[src/rtl/vga_timing.sv]
// VGA raster timing generator: pixel coordinates, visible/strobe flags and a
// registered colour/sync output stage that keeps the pins pixel-aligned.
module vga_timing #(
  parameter int H_VISIBLE       = 640,
  parameter int H_FRONT         = 16,
  parameter int H_SYNC          = 96,
  parameter int H_BACK          = 48,
  parameter int V_VISIBLE       = 480,
  parameter int V_FRONT         = 10,
  parameter int V_SYNC          = 2,
  parameter int V_BACK          = 33,
  parameter bit SYNC_ACTIVE_LOW = 1'b1
) (
  input  logic       i_clk,
  input  logic       i_rst,
  output logic [9:0] o_pixel_x,
  output logic [9:0] o_pixel_y,
  output logic       o_visible_area,
  output logic       o_frame_start,
  output logic       o_line_start,
  input  logic       i_r,
  input  logic       i_g,
  input  logic       i_b,
  output logic       o_vga_r,
  output logic       o_vga_g,
  output logic       o_vga_b,
  output logic       o_vga_hsync,
  output logic       o_vga_vsync
);

  localparam int H_TOTAL = H_VISIBLE + H_FRONT + H_SYNC + H_BACK;
  localparam int V_TOTAL = V_VISIBLE + V_FRONT + V_SYNC + V_BACK;

  localparam logic [9:0] H_LAST = 10'(H_TOTAL - 1);
  localparam logic [9:0] V_LAST = 10'(V_TOTAL - 1);

  // 11-bit bounds so an end value of 1024 still compares correctly.
  localparam logic [10:0] H_VIS_END  = 11'(H_VISIBLE);
  localparam logic [10:0] V_VIS_END  = 11'(V_VISIBLE);
  localparam logic [10:0] HS_START   = 11'(H_VISIBLE + H_FRONT);
  localparam logic [10:0] HS_END     = 11'(H_VISIBLE + H_FRONT + H_SYNC);
  localparam logic [10:0] VS_START   = 11'(V_VISIBLE + V_FRONT);
  localparam logic [10:0] VS_END     = 11'(V_VISIBLE + V_FRONT + V_SYNC);

  localparam logic SYNC_ON  = SYNC_ACTIVE_LOW ? 1'b0 : 1'b1;
  localparam logic SYNC_OFF = ~SYNC_ON;

  logic [9:0] h_reg, h_next;
  logic [9:0] v_reg, v_next;
  logic       visible_reg, visible_next;
  logic       frame_start_reg, frame_start_next;
  logic       line_start_reg, line_start_next;
  logic       hsync_on, vsync_on;
  logic       hsync_reg, vsync_reg;
  logic [2:0] colour_in, colour_next, colour_reg;

  // Flags are computed from the next counter value so they line up with it.
  always_comb begin
    h_next = h_reg + 10'd1;
    v_next = v_reg;
    if (h_reg == H_LAST) begin
      h_next = '0;
      v_next = (v_reg == V_LAST) ? '0 : v_reg + 10'd1;
    end
    visible_next     = ({1'b0, h_next} < H_VIS_END) && ({1'b0, v_next} < V_VIS_END);
    frame_start_next = (h_next == '0) && (v_next == '0);
    line_start_next  = (h_next == '0);
  end

  assign hsync_on = ({1'b0, h_reg} >= HS_START) && ({1'b0, h_reg} < HS_END);
  assign vsync_on = ({1'b0, v_reg} >= VS_START) && ({1'b0, v_reg} < VS_END);

  assign colour_in = {i_r, i_g, i_b};

  genvar gi;
  generate
    for (gi = 0; gi < 3; gi++) begin : g_colour
      assign colour_next[gi] = colour_in[gi] & visible_reg;
    end
  endgenerate

  always_ff @(posedge i_clk) begin
    if (i_rst) begin
      h_reg           <= H_LAST;
      v_reg           <= V_LAST;
      visible_reg     <= 1'b0;
      frame_start_reg <= 1'b0;
      line_start_reg  <= 1'b0;
      colour_reg      <= 3'b000;
      hsync_reg       <= SYNC_OFF;
      vsync_reg       <= SYNC_OFF;
    end else begin
      h_reg           <= h_next;
      v_reg           <= v_next;
      visible_reg     <= visible_next;
      frame_start_reg <= frame_start_next;
      line_start_reg  <= line_start_next;
      // Pins describe the position the counters showed before this edge.
      colour_reg      <= colour_next;
      hsync_reg       <= hsync_on ? SYNC_ON : SYNC_OFF;
      vsync_reg       <= vsync_on ? SYNC_ON : SYNC_OFF;
    end
  end

  assign o_pixel_x      = h_reg;
  assign o_pixel_y      = v_reg;
  assign o_visible_area = visible_reg;
  assign o_frame_start  = frame_start_reg;
  assign o_line_start   = line_start_reg;
  assign o_vga_r        = colour_reg[2];
  assign o_vga_g        = colour_reg[1];
  assign o_vga_b        = colour_reg[0];
  assign o_vga_hsync    = hsync_reg;
  assign o_vga_vsync    = vsync_reg;

endmodule

[config.mk]
export PLATFORM = sky130hd
export DESIGN_NAME = vga_timing
export DESIGN_NICKNAME = d
export VERILOG_FILES = /design/src/rtl/vga_timing.sv
export SDC_FILE = /design/constraint.sdc
export NUM_CORES = 1
export LEC_CHECK = 0
export ABC_AREA = 0
export CORE_MARGIN = 5
export CORE_UTILIZATION = 54
export DETAILED_ROUTE_END_ITERATION = 8
export PLACE_DENSITY = 0.84
export SKIP_LAST_GASP = 1
export SLEW_MARGIN = 10
export SYNTH_ARGS = -nofsm -noshare
export SYNTH_HDL_FRONTEND = slang
export SYNTH_SLANG_ARGS = --single-unit
[constraint.sdc]
create_clock -name i_clk -period 4.5 [get_ports i_clk]
set_input_delay 0.9 -clock i_clk [delete_from_list [all_inputs] [get_ports i_clk]]
set_output_delay 0.9 -clock i_clk [all_outputs]
set_load 0.02 [all_outputs]
==> flow_metrics.env <==
export IMPL_dr_pass1_iters=4
export IMPL_slowest_stage="clkdlybuf4s50_1"
export IMPL_insertion_delay_ns=0.32
export IMPL_ys_ff_latch=28
export IMPL_drc_errors=0
export IMPL_hold_ws_ns=0.5647
export IMPL_fin_crit_ns=2.494
export IMPL_place_area_mm2=0.001873
export IMPL_critPathLaunchType="flop"
export IMPL_fin_ws_ns=2.006
export IMPL_grt_overflow_total=0
export IMPL_grt_setup_unrepaired="false"
export IMPL_hold_viol_final=0
export IMPL_crit_path_end="o_pixel_x[5]"
export IMPL_antenna_found_initial=0
export IMPL_slew_viol_final=0
export IMPL_post_cts_buffers=0
export IMPL_ff2ff_setup_slack_ns=2.03
export IMPL_r2r_end="o_visible_area$_SDFF_PP0_"
export IMPL_postRouteAntennaNets=0
export IMPL_synth_avg_cell_area_um2=8.683
export IMPL_peakVddDrop_mv=0.3751
export IMPL_cp_buffers_inverters=1
export IMPL_setup_viol=0
export IMPL_final_period_utilization_pct=55.42
export IMPL_worst_path_largest_cell_delay_ns=0.68
export IMPL_wire_per_inst_um=15.09
export IMPL_ys_seq_area_share_pct=35.28
export IMPL_htreeDepth=1
export IMPL_met2_usage_pct=30.22
export IMPL_grt_pass1_vias=1397
export IMPL_cp_required_ns=3.60
export IMPL_maxSlewHeadroom_pct=45.52
export IMPL_syn_area_mm2=0.001589
export IMPL_wirelength_um=3561
export IMPL_tightest_slew_ns=0.8147
export IMPL_final_common_cell="clkdlybuf4s50_1"
export IMPL_layout_common_cells="clkdlybuf4s50_1, dfxtp_1, nand2_1, a21oi_1, o21ai_0"
export IMPL_synthArstFlopShare_pct=0
export IMPL_gp_congestion=0.9401
export IMPL_outcome="completed"
export IMPL_path_clk_slew_ns=0.15
export IMPL_synthCells=183
export IMPL_die_area_mm2=0.004127
export IMPL_fin_cells=236
export IMPL_pre_cts_ws_ns=1.723
export IMPL_drtIter0Drc=193
export IMPL_grt_use_total_pct=18.15
export IMPL_num_rows=19
export IMPL_post_cts_resized=0
export IMPL_nFillCells=216
export IMPL_reg2reg_from="o_pixel_x[1]$_SDFF_PP1_"
export IMPL_clockBufferDepth=2
export IMPL_io_buffer_count=32
export IMPL_multiInputGateArea_um2=930.9
export IMPL_grt_max_degree=25
export IMPL_grt_pass1_wl_um=6361
export IMPL_clock_tree_root_cell="clkbuf_4"
export IMPL_setup_tns_ns=0
export IMPL_post_synth_num_cell_types=51
export IMPL_dieHeight_um=64.25
export IMPL_fin_util_pct=68.65
export IMPL_cp_cell_sequence="clkdlybuf4s50_1"
export IMPL_coreArea_mm2=0.002781
export IMPL_seqCellArea_um2=560.5
export IMPL_grt_most_used_layer="met2"
export IMPL_ys_flop_type="dfxtp_1"
export IMPL_grt_use_met3_pct=2.102
export IMPL_yosys_warnings=0
export IMPL_initial_core_util_pct=57.13
export IMPL_syn_nets=193
export IMPL_crit_type="reg -> out"
export IMPL_io_pins=33
export IMPL_finClkSkew_ns=0.005530
export IMPL_cts_sinks=28
export IMPL_reg2reg_depth=6
export IMPL_pwr_density_cell_mw_per_mm2=551.9
export IMPL_vias_per_cell=6.212
export IMPL_nNetsFinal=216
export IMPL_drive_gt1_share_pct=6.341
export IMPL_cp_top_family="buffers and inverters"
export IMPL_dp_cells=232
export IMPL_hp_class="reg -> reg"
export IMPL_worst_setup_path_end_kind="primary output"
export IMPL_drv_cap=0
export IMPL_cp_data_arrival_time_ns=1.59
export IMPL_worstSetupStartpoint="o_pixel_x[5]$_SDFF_PP0_"
export IMPL_crit_fanout=9
export IMPL_numCtsBuffers=3
export IMPL_cp_depth=1
export IMPL_cts_tree="built"
export IMPL_fmax_ghz=0.4010
export IMPL_vias=1466
export IMPL_diodes=0
export IMPL_cts_hold_buf=0
export IMPL_dp_hpwl_um=2580
export IMPL_total_power_mw=1.054
export IMPL_synth_edf_count=0
export IMPL_leakagePower_nw=0.7019
export IMPL_use_met1_pct=24.41
export IMPL_die_w_um=64.25
export IMPL_final_cell_area_mm2=0.001909
export IMPL_area_growth_pct=20.16
==> logic make-up after synthesis <==
family                     Yosys count  synth area share, %
xor gates and xnor gates             5                2.756
AOI/OAI and AO/OA                   44                19.29
buffers and inverters               20                6.142
adders and majority gates            5                3.937
and+or+nand+nor                     79                31.34
muxes                                2                1.260
DFF                                 28                35.28
==> routing by layer <==
layer	share of wire [%]	wire length, µm
met1	44	1567
met3	5.6	200
met4	1.7	60
met2	49	1731
met5	0	0
==> synthesized netlist by cell type, drive strengths merged (3+ instances only) <==
master,instances,area share [%]
ha,5,3.9
and2,3,1.2
or4,4,2.1
o31ai,3,1.7
nor2b,4,1.6
nand3,9,3.6
or3,7,2.8
nand2b,5,2.0
nand4,8,3.1
and3,4,1.6
xnor2,3,1.7
clkbuf,6,1.4
dfxtp,28,35
nand2,11,2.6
nor2,7,1.7
nor4,5,3.3
o21ai,10,3.1
nor3,6,1.9
a21oi,9,2.8
inv,6,1.4
buf,8,3.3
==> cell type report <==
| cell class | instances | area share (%) |
|---|---|---|
| Clock buffer | 4 | 1.900 |
| Multi-Input combinational cell | 135 | 48.75 |
| Timing Repair Buffer | 32 | 16.78 |
| Sequential cell | 28 | 29.36 |
| Tap cell | 31 | 2.031 |
| Inverter | 6 | 1.180 |
==> power breakdown <==
part | switching [mW] | internal (mW)
Combinational | 0.294 | 0.242
Clock | 0.0713 | 0.0495
Sequential | 0.0991 | 0.297
==> worst min-delay path by stage <==
| stage | end | cells past startpoint | slack (ns) | start |
|---|---|---|---|---|
| after detailed placement | o_pixel_x[9]$_SDFF_PP1_ | 2 | 0.54 | o_pixel_x[9]$_SDFF_PP1_ |
| final | o_pixel_x[9]$_SDFF_PP1_ | 2 | 0.56 | o_pixel_x[9]$_SDFF_PP1_ |
| after floorplan | o_pixel_x[9]$_SDFF_PP1_ | 2 | 0.59 | o_pixel_x[9]$_SDFF_PP1_ |
| after global placement | o_pixel_x[0]$_SDFF_PP1_ | 2 | 0.54 | o_pixel_x[0]$_SDFF_PP1_ |
| after global routing | o_pixel_x[9]$_SDFF_PP1_ | 2 | 0.61 | o_pixel_x[9]$_SDFF_PP1_ |
| after CTS | o_pixel_x[9]$_SDFF_PP1_ | 2 | 0.56 | o_pixel_x[9]$_SDFF_PP1_ |
Note: power is estimated with default switching activity, not from simulation.
